File: config.mk
export PLATFORM = sky130hd
export DESIGN_NAME = id_stage
export DESIGN_NICKNAME = d
export VERILOG_FILES = /design/src/rtl/id_stage.sv
export SDC_FILE = /design/constraint.sdc
export NUM_CORES = 1
export LEC_CHECK = 0
export BUFFER_PORTS_ARGS = -buffer_cell sky130_fd_sc_hd__buf_2
export CORE_AREA = 2 2 137 139
export CTS_CLUSTER_DIAMETER = 120
export DETAILED_ROUTE_END_ITERATION = 12
export DIE_AREA = 0 0 139 141
export PLACE_DENSITY = 0.68
export SLEW_MARGIN = 5
export SYNTH_ARGS = -nofsm -noshare
export SYNTH_HDL_FRONTEND = slang
export SYNTH_SLANG_ARGS = --single-unit
File: constraint.sdc
create_clock -name clk -period 4.17 [get_ports clk]
set_clock_uncertainty 0.05 [all_clocks]
set_input_delay 0.6255 -clock clk [delete_from_list [all_inputs] [get_ports clk]]
set_output_delay 0.6255 -clock clk [all_outputs]
set_load 0.03 [all_outputs]
File: src/rtl/id_stage.sv
// Decode stage for the Simple-MIPS logic/shift/immediate subset: decodes, resolves operands
// with EX/MEM forwarding, detects RAW hazards and holds the valid/ready ID/EX register.
module id_stage #(
    parameter int DATA_W = 32,
    parameter int REG_AW = 5,
    parameter int FWD_EN = 1,
    parameter int CNT_W  = 16
) (
    input  logic              clk,
    input  logic              rst,
    input  logic              flush_i,

    input  logic              in_valid_i,
    output logic              in_ready_o,
    input  logic [31:0]       pc_i,
    input  logic [31:0]       inst_i,

    output logic              rf_re1_o,
    output logic              rf_re2_o,
    output logic [REG_AW-1:0] rf_raddr1_o,
    output logic [REG_AW-1:0] rf_raddr2_o,
    input  logic [DATA_W-1:0] rf_rdata1_i,
    input  logic [DATA_W-1:0] rf_rdata2_i,

    input  logic              ex_we_i,
    input  logic [REG_AW-1:0] ex_waddr_i,
    input  logic [DATA_W-1:0] ex_wdata_i,
    input  logic              ex_is_load_i,
    input  logic              mem_we_i,
    input  logic [REG_AW-1:0] mem_waddr_i,
    input  logic [DATA_W-1:0] mem_wdata_i,

    output logic              out_valid_o,
    input  logic              out_ready_i,
    output logic [31:0]       out_pc_o,
    output logic [7:0]        out_aluop_o,
    output logic [2:0]        out_alusel_o,
    output logic [DATA_W-1:0] out_reg1_o,
    output logic [DATA_W-1:0] out_reg2_o,
    output logic              out_we_o,
    output logic [REG_AW-1:0] out_waddr_o,
    output logic              out_illegal_o,
    output logic [CNT_W-1:0]  stall_cnt_o
);

    localparam logic [5:0] OP_SPECIAL = 6'h00;
    localparam logic [5:0] OP_ANDI    = 6'h0C;
    localparam logic [5:0] OP_ORI     = 6'h0D;
    localparam logic [5:0] OP_XORI    = 6'h0E;
    localparam logic [5:0] OP_LUI     = 6'h0F;

    localparam logic [5:0] FN_SLL = 6'h00;
    localparam logic [5:0] FN_SRL = 6'h02;
    localparam logic [5:0] FN_SRA = 6'h03;
    localparam logic [5:0] FN_AND = 6'h24;
    localparam logic [5:0] FN_OR  = 6'h25;
    localparam logic [5:0] FN_XOR = 6'h26;
    localparam logic [5:0] FN_NOR = 6'h27;

    localparam logic [7:0] ALU_OR  = 8'h25;
    localparam logic [7:0] ALU_AND = 8'h24;
    localparam logic [7:0] ALU_XOR = 8'h26;
    localparam logic [7:0] ALU_NOR = 8'h27;
    localparam logic [7:0] ALU_SLL = 8'h7C;
    localparam logic [7:0] ALU_SRL = 8'h02;
    localparam logic [7:0] ALU_SRA = 8'h03;

    localparam logic [2:0] SEL_LOGIC = 3'b001;
    localparam logic [2:0] SEL_SHIFT = 3'b010;

    typedef struct packed {
        logic [31:0]       pc;
        logic [7:0]        aluop;
        logic [2:0]        alusel;
        logic [DATA_W-1:0] reg1;
        logic [DATA_W-1:0] reg2;
        logic              we;
        logic [REG_AW-1:0] waddr;
        logic              illegal;
    } payload_t;

    // Instruction fields
    logic [5:0]  opcode;
    logic [5:0]  funct;
    logic [4:0]  rs;
    logic [4:0]  rt;
    logic [4:0]  rd;
    logic [4:0]  shamt;
    logic [15:0] imm16;

    assign opcode = inst_i[31:26];
    assign rs     = inst_i[25:21];
    assign rt     = inst_i[20:16];
    assign rd     = inst_i[15:11];
    assign shamt  = inst_i[10:6];
    assign funct  = inst_i[5:0];
    assign imm16  = inst_i[15:0];

    // Decoded control
    logic [7:0]        dec_aluop;
    logic [2:0]        dec_alusel;
    logic [1:0]        dec_re;
    logic              dec_we;
    logic [REG_AW-1:0] dec_waddr;
    logic              dec_illegal;
    logic [DATA_W-1:0] dec_imm1;
    logic [DATA_W-1:0] dec_imm2;

    always_comb begin
        dec_aluop   = '0;
        dec_alusel  = '0;
        dec_re      = '0;
        dec_we      = 1'b0;
        dec_waddr   = '0;
        dec_illegal = 1'b0;
        dec_imm1    = '0;
        dec_imm2    = '0;
        case (opcode)
            OP_ORI, OP_ANDI, OP_XORI: begin
                dec_alusel = SEL_LOGIC;
                dec_re     = 2'b01;
                dec_we     = 1'b1;
                dec_waddr  = REG_AW'(rt);
                dec_imm2   = DATA_W'(imm16);
                case (opcode)
                    OP_ANDI: dec_aluop = ALU_AND;
                    OP_XORI: dec_aluop = ALU_XOR;
                    default: dec_aluop = ALU_OR;
                endcase
            end
            OP_LUI: begin
                // Computed as rs | {imm,0}; the assembler guarantees rs == $0
                dec_aluop  = ALU_OR;
                dec_alusel = SEL_LOGIC;
                dec_re     = 2'b01;
                dec_we     = 1'b1;
                dec_waddr  = REG_AW'(rt);
                dec_imm2   = DATA_W'({imm16, 16'h0000});
            end
            OP_SPECIAL: begin
                case (funct)
                    FN_OR, FN_AND, FN_XOR, FN_NOR: begin
                        dec_alusel = SEL_LOGIC;
                        dec_re     = 2'b11;
                        dec_we     = 1'b1;
                        dec_waddr  = REG_AW'(rd);
                        case (funct)
                            FN_AND:  dec_aluop = ALU_AND;
                            FN_XOR:  dec_aluop = ALU_XOR;
                            FN_NOR:  dec_aluop = ALU_NOR;
                            default: dec_aluop = ALU_OR;
                        endcase
                    end
                    FN_SLL, FN_SRL, FN_SRA: begin
                        dec_alusel = SEL_SHIFT;
                        dec_re     = 2'b10;
                        dec_we     = 1'b1;
                        dec_waddr  = REG_AW'(rd);
                        dec_imm1   = DATA_W'(shamt);
                        case (funct)
                            FN_SRL:  dec_aluop = ALU_SRL;
                            FN_SRA:  dec_aluop = ALU_SRA;
                            default: dec_aluop = ALU_SLL;
                        endcase
                    end
                    default: dec_illegal = 1'b1;
                endcase
            end
            default: dec_illegal = 1'b1;
        endcase
        // Writes to $0 are dropped, which turns the all-zero word into a NOP
        if (dec_waddr == '0) begin
            dec_we = 1'b0;
        end
    end

    // Per read-port operand resolution and hazard detection
    logic [REG_AW-1:0] port_addr  [2];
    logic [DATA_W-1:0] port_rdata [2];
    logic [DATA_W-1:0] port_imm   [2];
    logic [DATA_W-1:0] port_opnd  [2];
    logic [1:0]        port_re;
    logic [1:0]        port_hazard;

    assign port_addr[0]  = REG_AW'(rs);
    assign port_addr[1]  = REG_AW'(rt);
    assign port_rdata[0] = rf_rdata1_i;
    assign port_rdata[1] = rf_rdata2_i;
    assign port_imm[0]   = dec_imm1;
    assign port_imm[1]   = dec_imm2;
    assign port_re       = dec_re & {2{in_valid_i}};

    genvar gi;
    generate
        for (gi = 0; gi < 2; gi++) begin : g_port
            logic              addr_nz;
            logic              match_ex;
            logic              match_mem;
            logic [DATA_W-1:0] opnd;

            assign addr_nz   = (port_addr[gi] != '0);
            assign match_ex  = ex_we_i && (ex_waddr_i == port_addr[gi]);
            assign match_mem = mem_we_i && (mem_waddr_i == port_addr[gi]);

            // EX is younger than MEM, so its value wins when both match
            always_comb begin
                if (!port_re[gi]) begin
                    opnd = port_imm[gi];
                end else if (!addr_nz) begin
                    opnd = '0;
                end else if ((FWD_EN != 0) && match_ex) begin
                    opnd = ex_wdata_i;
                end else if ((FWD_EN != 0) && match_mem) begin
                    opnd = mem_wdata_i;
                end else begin
                    opnd = port_rdata[gi];
                end
            end
            assign port_opnd[gi] = opnd;

            if (FWD_EN != 0) begin : g_fwd
                assign port_hazard[gi] = port_re[gi] & addr_nz & match_ex & ex_is_load_i;
            end else begin : g_nofwd
                assign port_hazard[gi] = port_re[gi] & addr_nz & (match_ex | match_mem);
            end
        end
    endgenerate

    assign rf_re1_o    = port_re[0];
    assign rf_re2_o    = port_re[1];
    assign rf_raddr1_o = port_addr[0];
    assign rf_raddr2_o = port_addr[1];

    // Handshake
    logic hazard;
    logic slot_free;
    logic transfer;

    assign hazard     = |port_hazard;
    assign slot_free  = !out_valid_o || out_ready_i;
    assign in_ready_o = rst && (flush_i || (slot_free && !hazard));
    assign transfer   = in_valid_i && in_ready_o;

    // ID/EX register
    payload_t          payload_dec;
    payload_t          payload_reg;
    payload_t          payload_next;
    logic              valid_reg;
    logic              valid_next;
    logic [CNT_W-1:0]  stall_cnt_reg;
    logic [CNT_W-1:0]  stall_cnt_next;

    always_comb begin
        payload_dec.pc      = pc_i;
        payload_dec.aluop   = dec_aluop;
        payload_dec.alusel  = dec_alusel;
        payload_dec.reg1    = port_opnd[0];
        payload_dec.reg2    = port_opnd[1];
        payload_dec.we      = dec_we;
        payload_dec.waddr   = dec_waddr;
        payload_dec.illegal = dec_illegal;
    end

    always_comb begin
        valid_next   = valid_reg;
        payload_next = payload_reg;
        if (!rst || flush_i) begin
            valid_next   = 1'b0;
            payload_next = '0;
        end else if (slot_free) begin
            // A free slot with no transfer (idle or hazard) becomes a bubble
            valid_next   = transfer;
            payload_next = transfer ? payload_dec : '0;
        end
    end

    always_comb begin
        stall_cnt_next = stall_cnt_reg;
        if (!rst) begin
            stall_cnt_next = '0;
        end else if (!flush_i && in_valid_i && hazard && (stall_cnt_reg != '1)) begin
            stall_cnt_next = stall_cnt_reg + 1'b1;
        end
    end

    always_ff @(posedge clk) begin
        valid_reg     <= valid_next;
        payload_reg   <= payload_next;
        stall_cnt_reg <= stall_cnt_next;
    end

    assign out_valid_o   = valid_reg;
    assign out_pc_o      = payload_reg.pc;
    assign out_aluop_o   = payload_reg.aluop;
    assign out_alusel_o  = payload_reg.alusel;
    assign out_reg1_o    = payload_reg.reg1;
    assign out_reg2_o    = payload_reg.reg2;
    assign out_we_o      = payload_reg.we;
    assign out_waddr_o   = payload_reg.waddr;
    assign out_illegal_o = payload_reg.illegal;
    assign stall_cnt_o   = stall_cnt_reg;

endmodule

==> out/summary.txt, run 1 <==
critical path launch point type: primary input
residual DRC count: 0
Crit. path cell count: 9
status: finished, final reports clean
minimum clock period: 3.55 ns
WL per Instance: 18.7 um
Post-DRT Antenna Nets: 0
worst reg2reg path depth: 6
height of the die: 141 um
ys async rst share: 0
CTS tree: yes
Core Region: 0.0183 mm^2
sequential power share: 0.396
Layout Cells excl Fill: 1320
Max Clk Rate: 0.281 GHz
Critical Path Max Stage Delay: 0.78 ns
Max Slew Vio Count: 0
worst vdd ir: 0.225 mV
H-tree depth: 4
synthesized area per cell: 8.85 um^2
# clock sinks: 126
Comb pwr share: 0.106
drt via density: 5.45
Critical path origin: inst_i[27]
IO Count: 354
largest net degree at the start of global routing: 67
vias in the first global route: 6836
clock network power share: 0.498
routability cong.: 0.891
synthesis-stage register bit count: 126
top-count cell post-synth: dfxtp_1
initial antenna violation count: 0
Synth Warn #: 0
Synth cell types: 50
final core utilization: 0.505
placed insts: 1288
Hold Path Class: primary input to flop
Power Total: 0.00306 W
Post-CTS Hold Fix Bufs: 0
worst r2r src: stall_cnt_o[2]
grt total ovfl: 0
hpwl dp: 18.5 mm
cell count after synthesis: 763
Worst Path Max Fanout: 12
Syn-to-layout area delta: 36.7%
Final TNS setup: 0 ns
clk root buf: clkbuf_16
GRT met1 Usage: 0.300
fin area: 0.00923 mm^2
Post-synth EDFFs: 0
Clk Latency, worst-skew pair: 0.40 ns
final hold violations: 0
1st-iter DRT viols: 369
clock buffer count from CTS: 17
cell internal pwr: 0.00225 W
RSZ-0062 raised after global routing: false
Port Buffers: 351
antenna cells: 0
CP Capture Type: primary output
most used cell, CP: buf_2
Worst Path Class, Setup: primary input to primary output
crit path max-delay cell type: or4b_1
Yosys top cell area share: 0.373
Worst R2R Setup Slack: 1.62 ns
dpl cell area: 0.00863 mm^2
overall global routing resource usage: 0.242
post-route clock period utilization: 0.852
met3 Usage GRT: 0.0625
synth cell count leaders: dfxtp_1 (126), nor2_1 (70), mux2i_1 (65)
Die ar.: 0.0196 mm^2
fin nets: 1284
Initial Utilization: 0.370
max_cap viols: 0
Reg-to-Reg End: stall_cnt_o[4]
switching power share of the total: 0.266
routed via count: 7191
sequential area share after synthesis: 0.373
Detailed Routing Iterations Pass 1: 5
crit path to: in_ready_o
final wirelength: 24.7 mm
Rows: 50
relative slew slack: 0.319
first-pass GRT wire length: 37.7 mm
crit path cell chain: buf_2 > nor4_4 > nand2_2 > or4b_1 > o32ai_1 > buf_4 > a21oi_1 > o21a_1 > buf_2
Synth area leader: dfxtp_1
main flop type after synthesis: dfxtp_1
top post-synthesis cells by area: dfxtp_1 (37%), mux2i_1 (9.6%), a22o_1 (8.2%)
Critical Path RT: 3.49 ns
CP top delay family: simple AND/OR/NAND/NOR gates
post-CTS setup buffer count: 0
Bufs and invs on worst path: 3
layout cells sized above 1: 0.382
pwr/cell area: 332 mW/mm^2
Least-Margin Pin Slew: 1.02 ns
Top Usage Layer GRT: met2
Setup Viol. Count Final: 0
Sw Pwr: 0.000816 W
synthesized area: 0.00676 mm^2
Lkg Pwr: 4.01 nW
met2 Track Usage GR: 0.415
Clock Pin Slew Worst Setup and Hold Paths: 0.06 ns
die width: 139 um
Worst EP arrival: 2.88 ns
CTS max path bufs: 2
Post-CTS Resized: 0
[registers in the layout, indices dropped and copies added (netlist names), 2 cells and up]
| name | count |
|---|---|
| out_waddr_o | 5 |
| stall_cnt_o | 16 |
| out_reg2_o | 32 |
| out_pc_o | 32 |
| out_aluop_o | 4 |
| out_alusel_o | 2 |
| out_reg1_o | 32 |
[power by group through the flow]
stage	sequential, W	clock [W]	combinational [W]
2_1_floorplan	0.00125	0	0.000136
3_3_place_gp	0.00124	0	0.000323
3_5_place_dp	0.00124	0	0.000324
4_1_cts	0.00121	0.00155	0.000326
5_1_grt	0.00121	0.00162	0.000352
6_report	0.00121	0.00153	0.000324
[routing by layer]
metal  wire, um  vias up
met5          0        -
met1      10400     3366
met4        437        0
li1           -     3498
met3       1800       28
met2      12100      299
[cell usage in the layout, fill, tap and decap left out, types with 4 or more instances in the layout]
cell       netlist  final
buf_2            9    351
dfxtp_1        126    126
nor2_1          70     70
mux2i_1         65     65
nand2_1         64     64
a22o_1          63     63
a21oi_1         41     41
a211o_1         37     37
a21boi_0        33     32
a221oi_1        32     32
clkbuf_16        0     17
o21ai_0         16     16
buf_4           15     15
xor2_1          14     14
or4_1           10     10
a22oi_1         10     10
o31ai_1          9      9
nand3_1         11      9
nand2b_1         7      6
xnor2_1          6      6
or3_1            6      6
inv_6            0      6
nor4_1           5      5
nand4_1          5      5
a21o_1           5      5
and2_1           5      4
and3_1           5      4
[cell type report]
type                       count  area, um^2
clock inverter                15         174
fill                        1725        9030
inverter                       3        11.3
multi-input combinational    558        3920
timing repair buffer         367        1890
sequential                   126        2520
clock buffer                  17         425
tap                          234         293
[cell families (layout without fill, tap and decap cells)]
group,Yosys count,after routing,synth area share
XOR/XNOR,20,20,0.0259
multiplexers,65,65,0.0963
flip-flops,126,126,0.373
AND/OR/NAND/NOR,204,204,0.144
AO/OA/AOI/OAI,266,266,0.303
other,1,2,0.000555
adder cells (fa/ha/maj),1,1,0.00185
buffers and inverters,80,402,0.0556
[metrics by stage]
stage	hold WS (ns)	setup WS, ns
2_1_floorplan	0.535	1.13
3_3_place_gp	0.381	0.652
3_5_place_dp	0.388	0.628
4_1_cts	0.361	0.618
5_1_grt	0.362	0.480
6_report	0.382	0.615
[worst min path at each step]
stage               startpoint              end  slack, ns  depth (start not counted)
6_report              pc_i[17]     out_pc_o[17]       0.38                          2
5_1_grt               pc_i[17]     out_pc_o[17]       0.36                          2
4_1_cts                pc_i[0]      out_pc_o[0]       0.36                          2
3_5_place_dp    out_waddr_o[0]   out_waddr_o[0]       0.39                          2
3_3_place_gp   out_alusel_o[0]  out_alusel_o[0]       0.38                          2
2_1_floorplan   out_aluop_o[0]   out_aluop_o[0]       0.54                          2
[worst reg2reg max path, stage by stage, from the launching register on]
cell	delay, ns
dfxtp_1	0.37
and3_1	0.22
and3_1	0.27
a311oi_1	0.44
nand2_1	0.40
or4_1	0.58
a21oi_1	0.14
(Power assumes the default switching activity.)
==> run 2, diff against run 1 <==
--- a/config.mk
+++ b/config.mk
@@ -5,12 +5,13 @@
 export SDC_FILE = /design/constraint.sdc
 export NUM_CORES = 1
 export LEC_CHECK = 0
+export ABC_AREA = 1
 export BUFFER_PORTS_ARGS = -buffer_cell sky130_fd_sc_hd__buf_2
-export CORE_AREA = 2 2 137 139
+export CORE_UTILIZATION = 40
+export CTS_BUF_LIST = sky130_fd_sc_hd__clkbuf_4
 export CTS_CLUSTER_DIAMETER = 120
 export DETAILED_ROUTE_END_ITERATION = 12
-export DIE_AREA = 0 0 139 141
-export PLACE_DENSITY = 0.68
+export PLACE_DENSITY = 0.69
 export SLEW_MARGIN = 5
 export SYNTH_ARGS = -nofsm -noshare
 export SYNTH_HDL_FRONTEND = slang
==> out/summary.txt, run 2 <==
synthesized area per cell: 5.72 um^2 (was 8.85 um^2)
CP Capture Type: primary output (unchanged)
Critical Path Max Stage Delay: 0.46 ns (was 0.78 ns)
dpl cell area: 0.0100 mm^2 (was 0.00863 mm^2)
post-route clock period utilization: 0.722 (was 0.852)
Sw Pwr: 0.000854 W (was 0.000816 W)
fin nets: 1949 (was 1284)
max_cap viols: 0 (unchanged)
sequential area share after synthesis: 0.306 (was 0.373)
synth cell count leaders: nor2_1 (493), inv_1 (231), nand2_1 (169) (was dfxtp_1 (126), nor2_1 (70), mux2i_1 (65))
WHS Path Cells: 5 (was 2)
Port Buffers: 351 (unchanged)
initial antenna violation count: 7 (was 0)
clock buffer count from CTS: 17 (unchanged)
Max Slew Vio Count: 0 (unchanged)
Synth Warn #: 0 (unchanged)
# clock sinks: 126 (unchanged)
sequential power share: 0.492 (was 0.396)
hpwl dp: 24.8 mm (was 18.5 mm)
minimum clock period: 3.01 ns (was 3.55 ns)
hold_sp: pc_i[3] (was pc_i[17])
pwr/cell area: 239 mW/mm^2 (was 332 mW/mm^2)
Post-CTS Resized: 0 (unchanged)
Comb pwr share: 0.177 (was 0.106)
crit path cell chain: buf_2 > inv_1 > nand2_1 > nor4_1 > nor2_1 > nand3_1 > nand3_2 > a21oi_1 > buf_2 (was buf_2 > nor4_4 > nand2_2 > or4b_1 > o32ai_1 > buf_4 > a21oi_1 > o21a_1 > buf_2)
most used cell, CP: buf_2 (unchanged)
WL per Instance: 16.4 um (was 18.7 um)
relative slew slack: 0.376 (was 0.319)
Max Clk Rate: 0.332 GHz (was 0.281 GHz)
Core Region: 0.0202 mm^2 (was 0.0183 mm^2)
first-pass GRT wire length: 50.7 mm (was 37.7 mm)
final hold violations: 0 (unchanged)
Reg-to-Reg End: stall_cnt_o[11] (was stall_cnt_o[4])
Synth area leader: dfxtp_1 (unchanged)
overall global routing resource usage: 0.308 (was 0.242)
top post-synthesis cells by area: dfxtp_1 (31%), nor2_1 (22%), inv_1 (11%) (was dfxtp_1 (37%), mux2i_1 (9.6%), a22o_1 (8.2%))
largest net degree at the start of global routing: 78 (was 67)
Syn-to-layout area delta: 24.6% (was 36.7%)
Power Total: 0.00246 W (was 0.00306 W)
cell internal pwr: 0.00161 W (was 0.00225 W)
clk root buf: clkbuf_4 (was clkbuf_16)
top-count cell post-synth: nor2_1 (was dfxtp_1)
worst reg2reg path depth: 10 (was 6)
ys async rst share: 0 (unchanged)
routability cong.: 0.928 (was 0.891)
IO Count: 354 (unchanged)
Layout Cells excl Fill: 2027 (was 1320)
Detailed Routing Iterations Pass 1: 5 (unchanged)
drt via density: 5.00 (was 5.45)
1st-iter DRT viols: 871 (was 369)
grt total ovfl: 0 (unchanged)
WHS Endpoint: out_pc_o[3] (was out_pc_o[17])
Setup Viol. Count Final: 0 (unchanged)
layout cells sized above 1: 0.244 (was 0.382)
worst vdd ir: 0.137 mV (was 0.225 mV)
Worst EP arrival: 2.34 ns (was 2.88 ns)
Initial Utilization: 0.408 (was 0.370)
residual DRC count: 0 (unchanged)
H-tree depth: 4 (unchanged)
Post-CTS Hold Fix Bufs: 0 (unchanged)
Clk Latency, worst-skew pair: 0.56 ns (was 0.40 ns)
fin area: 0.0103 mm^2 (was 0.00923 mm^2)
die width: 146 um (was 139 um)
routed via count: 10.1k (was 7191)
Critical Path RT: 3.49 ns (about the same)
height of the die: 146 um (was 141 um)
placed insts: 1989 (was 1288)
Die ar.: 0.0212 mm^2 (was 0.0196 mm^2)
Lkg Pwr: 4.93 nW (was 4.01 nW)
worst r2r src: stall_cnt_o[0] (was stall_cnt_o[2])
CTS tree: yes (unchanged)
critical path launch point type: primary input (unchanged)
commonest non-fill, non-tap cell in the layout: nor2_1 (was buf_2)
main flop type after synthesis: dfxtp_1 (unchanged)
final wirelength: 33.2 mm (was 24.7 mm)
RSZ-0062 raised after global routing: false (unchanged)
Yosys top cell area share: 0.306 (was 0.373)
Final TNS setup: 0 ns (unchanged)
Post-synth EDFFs: 0 (unchanged)
Worst R2R Setup Slack: 1.69 ns (was 1.62 ns)
Rows: 52 (was 50)
post-CTS setup buffer count: 0 (unchanged)
switching power share of the total: 0.347 (was 0.266)
Worst Path Max Fanout: 4 (was 12)
most frequent cells in the layout: nor2_1 (492), buf_2 (351), inv_1 (230), nand2_1 (168) (was buf_2 (351), dfxtp_1 (126), nor2_1 (70), mux2i_1 (65), nand2_1 (64))
CTS max path bufs: 2 (unchanged)
Hold Path Class: primary input to flop (unchanged)
Least-Margin Pin Slew: 0.935 ns (was 1.02 ns)
synthesis-stage register bit count: 126 (unchanged)
vias in the first global route: 9409 (was 6836)
Synth cell types: 36 (was 50)
Clock Pin Slew Worst Setup and Hold Paths: 0.14 ns (was 0.06 ns)
status: finished, final reports clean (unchanged)
clock network power share: 0.331 (was 0.498)
Post-DRT Antenna Nets: 0 (unchanged)
synthesized area: 0.00826 mm^2 (was 0.00676 mm^2)
crit path max-delay cell type: nor4_1 (was or4b_1)
cell count after synthesis: 1442 (was 763)
Worst Path Class, Setup: primary input to primary output (unchanged)
run 2: cell count changes after synthesis, moves of 37 or more:
cell and change:
a21oi_1 +85, a22o_1 -63, nand2_1 +105, mux2i_1 -65, nor2_1 +423, inv_1 +228
a211o_1 -37, nand4_1 +41, nand3_1 +70
run 2: power by group through the flow:
stage / sequential [W] / combinational [W] / clock (W)
6_report: 0.00121 / 0.000436 / 0.000815
5_1_grt: 0.00121 / 0.000470 / 0.000889
4_1_cts: 0.00121 / 0.000431 / 0.000835
3_5_place_dp: 0.00124 / 0.000429 / 0
3_3_place_gp: 0.00124 / 0.000429 / 0
2_1_floorplan: 0.00125 / 0.000225 / 0
run 2: worst max path at each step:
| stage | end | cells after the start | start | slack (ns) |
|---|---|---|---|---|
| final | in_ready_o | 9 | inst_i[16] | 1.16 |
| after global routing | in_ready_o | 9 | inst_i[16] | 1.09 |
| after CTS | in_ready_o | 9 | inst_i[25] | 1.27 |
| after detailed placement | out_reg2_o[10] | 12 | inst_i[16] | 1.11 |
| after global placement | out_reg2_o[10] | 12 | inst_i[16] | 1.11 |
| after floorplan | in_ready_o | 9 | inst_i[29] | 1.70 |
run 2: final cells by class:
cell class / count / area, um^2
clock inverter: 15 / 126
clock buffer: 17 / 128
fill: 2219 / 9940
inverter: 241 / 907
multi-input combinational: 987 / 4390
antenna: 6 / 15.0
tap: 270 / 338
timing repair buffer: 365 / 1860
sequential: 126 / 2520
run 2: worst max-delay path: cells and delay by family:
kind,cells,cell delay (ns)
AO/OA/AOI/OAI,1,0.28
buffers and inverters,3,0.50
AND/OR/NAND/NOR,5,0.93
run 2: kinds of logic after synthesis:
logic type / Yosys count / synth area share
xor+xnor: 12 / 0.0127
buf+inv: 330 / 0.168
compound gates: 152 / 0.101
simple gates: 820 / 0.411
fa+ha+maj: 1 / 0.00152
flops: 126 / 0.306
other cells: 1 / 0.000454
run 2: per-stage QoR:
step | utilization | hold slack, ns | worst slack (ns)
after CTS | 0.508 | 0.278 | 1.27
after detailed placement | 0.495 | 0.430 | 1.11
after global routing | 0.508 | 0.302 | 1.09
after global placement | 0.495 | 0.426 | 1.11
final | 0.509 | 0.323 | 1.16
after floorplan | - | 0.555 | 1.70
run 2: per-layer routing:
| layer | part of all wire | GRT usage | wire length (um) |
|---|---|---|---|
| met5 | 0.00033 | 0 | 11 |
| met1 | 0.40 | 0.375 | 13200 |
| met3 | 0.089 | 0.0665 | 2970 |
| met4 | 0.034 | 0.136 | 1130 |
| met2 | 0.48 | 0.519 | 15900 |
